### src/rtl/ilv_downstream_sink.sv
// Bench-side consumer for the interleaver rdy/acpt port: programmable backpressure, beat capture,
// checksum and protocol-violation flags. Stall statistics are built only with ILV_SINK_STALL_STATS_EN.
module ilv_downstream_sink #(
  parameter int          DATA_W     = 8,
  parameter int          CNT_W      = 16,
  parameter logic [15:0] LFSR_SEED  = 16'hACE1,
  parameter int          STALL_LONG = 11
) (
  input  logic              clk,
  input  logic              rst_n,
  input  logic              ds_rdy,
  input  logic [DATA_W-1:0] ds_data,
  output logic              ds_acpt,
  input  logic [1:0]        mode,
  input  logic [3:0]        wait_cycles,
  output logic [DATA_W-1:0] data_out,
  output logic              data_vld,
  output logic [CNT_W-1:0]  beat_cnt,
  output logic [DATA_W-1:0] checksum,
  output logic [1:0]        proto_err,
  output logic [15:0]       short_stalls,
  output logic [15:0]       long_stalls,
  output logic [7:0]        max_stall
);
  localparam logic [1:0] MODE_STREAM = 2'b00;
  localparam logic [1:0] MODE_DELAY  = 2'b01;
  localparam logic [1:0] MODE_RANDOM = 2'b10;
  localparam logic [1:0] MODE_BLOCK  = 2'b11;

  localparam logic [1:0] ST_IDLE = 2'd0;
  localparam logic [1:0] ST_WAIT = 2'd1;
  localparam logic [1:0] ST_ACPT = 2'd2;

  logic [1:0]        state_q, state_d;
  logic [3:0]        cnt_q, cnt_d;
  logic              acpt_q, acpt_d;
  logic [15:0]       lfsr_q, lfsr_d;
  logic [DATA_W-1:0] data_q, sum_q, stall_data_q;
  logic              vld_q, stall_q;
  logic [CNT_W-1:0]  beat_q;
  logic [1:0]        err_q, err_d;
  logic              xfer, stall;

  assign xfer   = ds_rdy && acpt_q;
  assign stall  = ds_rdy && !acpt_q;
  // Fibonacci LFSR, taps 16,14,13,11, shifting toward bit 0
  assign lfsr_d = {lfsr_q[0] ^ lfsr_q[2] ^ lfsr_q[3] ^ lfsr_q[5], lfsr_q[15:1]};
  assign err_d  = err_q | {stall_q && !ds_rdy,
                           stall_q && ds_rdy && (ds_data != stall_data_q)};

  always_comb begin
    state_d = state_q;
    cnt_d   = cnt_q;
    acpt_d  = 1'b0;
    case (state_q)
      ST_IDLE: begin
        case (mode)
          MODE_STREAM: acpt_d = 1'b1;
          MODE_RANDOM: acpt_d = lfsr_q[0];
          MODE_DELAY: begin
            if (stall) begin
              cnt_d = wait_cycles;
              if (wait_cycles == 4'd0) begin
                state_d = ST_ACPT;
                acpt_d  = 1'b1;
              end else begin
                state_d = ST_WAIT;
              end
            end
          end
          MODE_BLOCK: acpt_d = 1'b0;
          default:    acpt_d = 1'b0;
        endcase
      end
      ST_WAIT: begin
        if (!ds_rdy) begin
          state_d = ST_IDLE;
        end else if (cnt_q == 4'd1) begin
          state_d = ST_ACPT;
          acpt_d  = 1'b1;
        end else begin
          cnt_d = cnt_q - 4'd1;
        end
      end
      ST_ACPT: state_d = ST_IDLE;
      default: state_d = ST_IDLE;
    endcase
  end

  always_ff @(posedge clk or negedge rst_n) begin
    if (!rst_n) begin
      state_q      <= ST_IDLE;
      cnt_q        <= '0;
      acpt_q       <= 1'b0;
      lfsr_q       <= LFSR_SEED;
      data_q       <= '0;
      sum_q        <= '0;
      stall_data_q <= '0;
      vld_q        <= 1'b0;
      stall_q      <= 1'b0;
      beat_q       <= '0;
      err_q        <= '0;
    end else begin
      state_q <= state_d;
      cnt_q   <= cnt_d;
      acpt_q  <= acpt_d;
      lfsr_q  <= lfsr_d;
      vld_q   <= xfer;
      stall_q <= stall;
      err_q   <= err_d;
      if (stall) stall_data_q <= ds_data;
      if (xfer) begin
        data_q <= ds_data;
        beat_q <= beat_q + CNT_W'(1);
        sum_q  <= sum_q + ds_data;
      end
    end
  end

  assign ds_acpt   = acpt_q;
  assign data_out  = data_q;
  assign data_vld  = vld_q;
  assign beat_cnt  = beat_q;
  assign checksum  = sum_q;
  assign proto_err = err_q;

`ifdef ILV_SINK_STALL_STATS_EN
  localparam logic [7:0] LONG_TH = 8'(STALL_LONG);

  function automatic logic [15:0] sat_inc16(input logic [15:0] v);
    return (v == 16'hFFFF) ? v : v + 16'd1;
  endfunction

  function automatic logic [7:0] sat_inc8(input logic [7:0] v);
    return (v == 8'hFF) ? v : v + 8'd1;
  endfunction

  logic [7:0]  slen_q, max_q;
  logic [15:0] short_q, long_q;

  // A stall is only classified when a transfer ends it; rdy withdrawal discards it
  always_ff @(posedge clk or negedge rst_n) begin
    if (!rst_n) begin
      slen_q  <= '0;
      max_q   <= '0;
      short_q <= '0;
      long_q  <= '0;
    end else if (stall) begin
      slen_q <= sat_inc8(slen_q);
    end else begin
      slen_q <= '0;
      if (xfer && (slen_q != 8'd0)) begin
        if (slen_q <= LONG_TH) short_q <= sat_inc16(short_q);
        else                   long_q  <= sat_inc16(long_q);
        if (slen_q > max_q) max_q <= slen_q;
      end
    end
  end

  assign short_stalls = short_q;
  assign long_stalls  = long_q;
  assign max_stall    = max_q;
`else
  assign short_stalls = '0;
  assign long_stalls  = '0;
  assign max_stall    = '0;
`endif

endmodule

### config.mk
export PLATFORM = sky130hd
export DESIGN_NAME = ilv_downstream_sink
export DESIGN_NICKNAME = d
export VERILOG_FILES = /design/src/rtl/ilv_downstream_sink.sv
export SDC_FILE = /design/constraint.sdc
export NUM_CORES = 1
export LEC_CHECK = 0
export ABC_AREA = 1
export ABC_CLOCK_PERIOD_IN_PS = 4300
export CAP_MARGIN = 40
export CORE_MARGIN = 2
export CORE_UTILIZATION = 45
export CTS_CLUSTER_DIAMETER = 40
export DETAILED_ROUTE_END_ITERATION = 8
export DONT_BUFFER_PORTS = 1
export PLACE_DENSITY = 0.57
export REMOVE_ABC_BUFFERS = 1
export SYNTH_ARGS = -nofsm -noshare
export SYNTH_HDL_FRONTEND = slang
export SYNTH_SLANG_ARGS = --single-unit
### constraint.sdc
create_clock -name clk -period 4.3 [get_ports clk]
set_input_delay 0.86 -clock clk [delete_from_list [all_inputs] [get_ports clk]]
set_output_delay 0.86 -clock clk [all_outputs]
set_load 0.01 [all_outputs]
After elaboration in Yosys (flattened, before gate mapping)
Cells that the tools add are included.

word-level totals
  word-level logic and storage cells = 59
  output and inout bits = 76
  input bits = 17
  bits in writable memories = 0
  memory bits (read-only) = 0
  register bits = 67
  latch bits = 0
  memories kept = 0

operators by class
  bitwise logic cells = 4
  multiplexer cells = 17
  divide/modulo/power cells = 0
  $add $sub $neg = 3
  shifts and indexed selects = 0
  reductions and logical operators = 13
  equality and inequality tests = 11
  $lt $le $gt $ge = 0
  multipliers = 0

operators by type and width
  cell                     count
  $add A16 B1 Y16 const B  1
  $mux W4                  4
  $mux W2                  5
  $add A8 B8 Y8            1
  $ne A8 B8 Y1             1
  $pmux W4 S2              1
  $ne A2 B2 Y1 const B     3
  $logic_and A1 B1 Y1      5
  $reduce_and A5 Y1        1
  $eq A2 B1 Y1 const B     2
  $eq A2 B2 Y1 const B     2
  $eq A4 B1 Y1 const B     1
  $logic_not A2 Y1         2
  $logic_not A4 Y1         1
  $mux W1                  4
  $pmux W1 S4              1
  $pmux W2 S2              1
  $sub A4 B1 Y4 const B    1
  $ne A3 B3 Y1 const B     1
  $reduce_and A3 Y1        1
  $xor A1 B1 Y1            3
  $logic_not A1 Y1         2
  $ne A2 B1 Y1 const B     1
  $or A2 B2 Y2             1
  2 further kinds          2

Longest topological paths before layout
  depth in word-level cells = 5
  mapped depth = 9
  gate-level depth less buffers = 9

Least setup slack after synthesis
OpenSTA, ideal clock, no wires.

  kind = input-to-reg
  start point = in ds_data[0]
  end point = reg sum_q[6], in the netlist checksum[6]
  stages on the path = 8
  arrival time = 1,861 ps
  path buffers = 0
  setup time = 117 ps
  data required time = 4,183 ps
  path slack = 2,321 ps
  cells stage by stage = ha_1 fa_1 nand2_1 nand2_1 nand3b_1 nand3_1 nand3_1 nand2_1

between the ends
  cells in the longest elaborated chain, start to end = 1

ends and longest elaborated chain
  what                  RTL line  RTL
  start, declared       12        input logic [DATA_W-1:0] ds_data,
  $add A8 B8 Y8         115       sum_q <= sum_q + ds_data;
  end signal, assigned  115
  end, declared         38        logic [DATA_W-1:0] data_q, sum_q, stall_data_q;

No other way between the ends.
A chain may end at the register's enable or synchronous reset.

Final worst setup path
Same ends and word-level chain as after synthesis.

==> metrics <==
status completed; Worst-Margin Slew 0.592 ns; most used cell, CP nand2_1; Die ar. around 0.0084 mm2; post-CTS setup buffers 0; Top-Level Pins 93; P&R area growth vs syn 3.92%; crit-path max FO 3; MaxCap Viol Count 0; Die X 91.9 um; antenna violations before repair 0; layout cells sized above 1 9.61%; via density per instance 4.46; most common cell after layout, fill and taps aside nand2_1; PwrDens 550 mW/mm2; IO Port Bufs 0; Seq/Total Area, Yosys 48.5%; drc violations 0; total number of vias ~2.3k; setup_tns 0 ns; Max VDD drop 0.000293 V; Yosys cell types 32; Post-DP Area approximately 0.0034 mm2; Worst-path clk slew 0.07 ns; Total Nets Final 429; Slew HR 60.4%; Final Cycle Share 40.0%; core area 0.00761 mm2; post-DR wirelength/cell 11.8 um; Worst EP arrival 1.95 ns; kind of critical path in2reg; Synth Instances 396; Max Buffers Root-to-Sink 2; CP max stage cell fa_1; Core Rows 32; GP Congestion 0.792; Final Util between 40 and 50%; Finished Layout Cells slightly above 500; Min Clock Period, post-route 1.72 ns; Yosys Warn Count 0; post-route cell area 0.00361 mm2; Routed Antenna Nets 0; Detailed Route Iter0 Violations 82; CP required 4.53 ns; slowest stage delay, CP 0.38 ns; CTS root buf clkbuf_8; Main synth FF type dfrtp_1; final setup vio count 0; syn_area_per_cell 8.78 um2; Fmax achieved 0.581 GHz; CP Launch Type input pin; GR Overflow Total 0; flop2flop setup slack 2.59 ns; unrepaired setup endpoints after global routing false; Initial DRT Pass Iterations 4; Setup Skew ~0.0068 ns; clock tree sinks 67; Skew-Pair Late Insertion Delay 0.34 ns; Tot GR Track Use 15.5%; Initial Util around 46%; Synth async-reset ratio 100%; number of synthesized flops with an enable pin 0; most frequent cells in the layout nand2_1, dfrtp_1, inv_1; PostCTS Resize Cnt 0; CTS tree yes; global-route wire length before repair approximately 10 mm; hold-fix buffers at CTS 0; number of global-route vias before repair between 2k and 2.5k; antenna cells 0; minimum hold slack between 0.2 and 0.25 ns; Die Span Y 91.9 um; Hold WC Path Type in2async; Final Max Tran Viols 0; pin count of the biggest net entering global routing 68; final hold vios 0; placed instance count approximately 490; Leak between 1.5 and 2 nW; post-synthesis register bit count 67; Num CTS Buffers 9; final wirelength 6.01 mm; cells along the critical path ha_1 > fa_1 > nand2_1 > nand2_1 > nand3b_1 > nand3_1 > nand3_1 > nand2_1; CTS H-tree lvls 3; DP HPWL 4.29 mm; Netlist Area Pre-Place between 0.003 and 0.004 mm2; Worst setup EP type register
## worst max-delay path, delay by kind of cell
| kind | cells | cell delay (ns) |
|---|---|---|
| AND/OR/NAND/NOR | 6 | 0.49 |
| adder cells (fa/ha/maj) | 2 | 0.58 |
## flip-flops by register name (all words and copies together) (netlist names)
register,cells
beat_cnt,16
lfsr_q,16
checksum,8
data_out,8
stall_data_q,8
cnt_q,4
proto_err,2
state_q,2
data_vld,1
ds_acpt,1
stall_q,1
## cells in the mapped netlist, types with 2 or more instances
| master | count | area [um2] |
|---|---|---|
| or2_2 | 2 | 12.5 |
| nand3b_1 | 4 | 30.0 |
| nor2_4 | 2 | 22.5 |
| inv_2 | 2 | 7.51 |
| ha_1 | 10 | 125 |
| nor3_4 | 2 | 32.5 |
| inv_1 | 47 | 176 |
| nand2_2 | 3 | 18.8 |
| a21oi_1 | 5 | 25.0 |
| clkbuf_1 | 2 | 7.51 |
| nor2_1 | 17 | 63.8 |
| buf_4 | 41 | 308 |
| xnor2_1 | 15 | 131 |
| nand2_1 | 103 | 387 |
| nand3_1 | 22 | 110 |
| dfrtp_1 | 59 | 1480 |
| nand4_1 | 4 | 25.0 |
| dfstp_2 | 8 | 210 |
| o21ai_0 | 24 | 120 |
| nor2_2 | 4 | 25.0 |
| o21ai_1 | 3 | 15.0 |
| xor2_1 | 7 | 61.3 |
## where the power goes
part / internal, mW / switching [mW]
Combinational: 0.208 / 0.323
Sequential: 0.770 / 0.175
Clock: 0.281 / 0.232
Total: 1.26 / 0.729
## stage by stage
stage | setup WS, ns | total power [mW]
floorplan | 2.32 | 1.37
global placement | 2.25 | 1.48
detailed placement | 2.22 | 1.49
CTS | 2.54 | 2.02
global route | 2.32 | 2.16
finish | 2.58 | 1.99
## kinds of logic after synthesis
family	count (synthesis)	synth area share [%]
compound gates	36	5.47
xor+xnor	22	5.54
fa+ha+maj	11	4.18
buf+inv	94	14.8
flops	67	48.5
other cells	1	0.108
simple gates	165	21.3
## per-layer routing
layer,vias to the layer above,share of wire [%],GRT usage (%),wire length [um]
met5,-,0,0,0
met4,0,1.1,4.85,66
met3,6,8.2,6.49,491
met2,72,43,23.3,2600
met1,1025,47,20.6,2850
li1,1163,-,-,-
## path summary, 6_finish.rpt
path	from	endpoint	depth (start not counted)
hold / removal	rst_n	cnt_q[2]	0
setup reg to reg	ds_acpt	beat_cnt[4]	5
setup / recovery	ds_data[0]	checksum[6]	8
hold reg to reg	lfsr_q[4]	lfsr_q[3]	0
min in group clk	lfsr_q[4]	lfsr_q[3]	0
max in group asynchronous	rst_n	lfsr_q[10]	0
## layout make-up
class / instances / area [um2]
Fill cell: 764 / 4000
Sequential cell: 67 / 1690
Multi-Input combinational cell: 274 / 1420
Inverter: 49 / 184
Clock buffer: 11 / 141
Tap cell: 102 / 128
Clock inverter: 5 / 52.6
No activity file was read; power rests on OpenSTA's default activity.
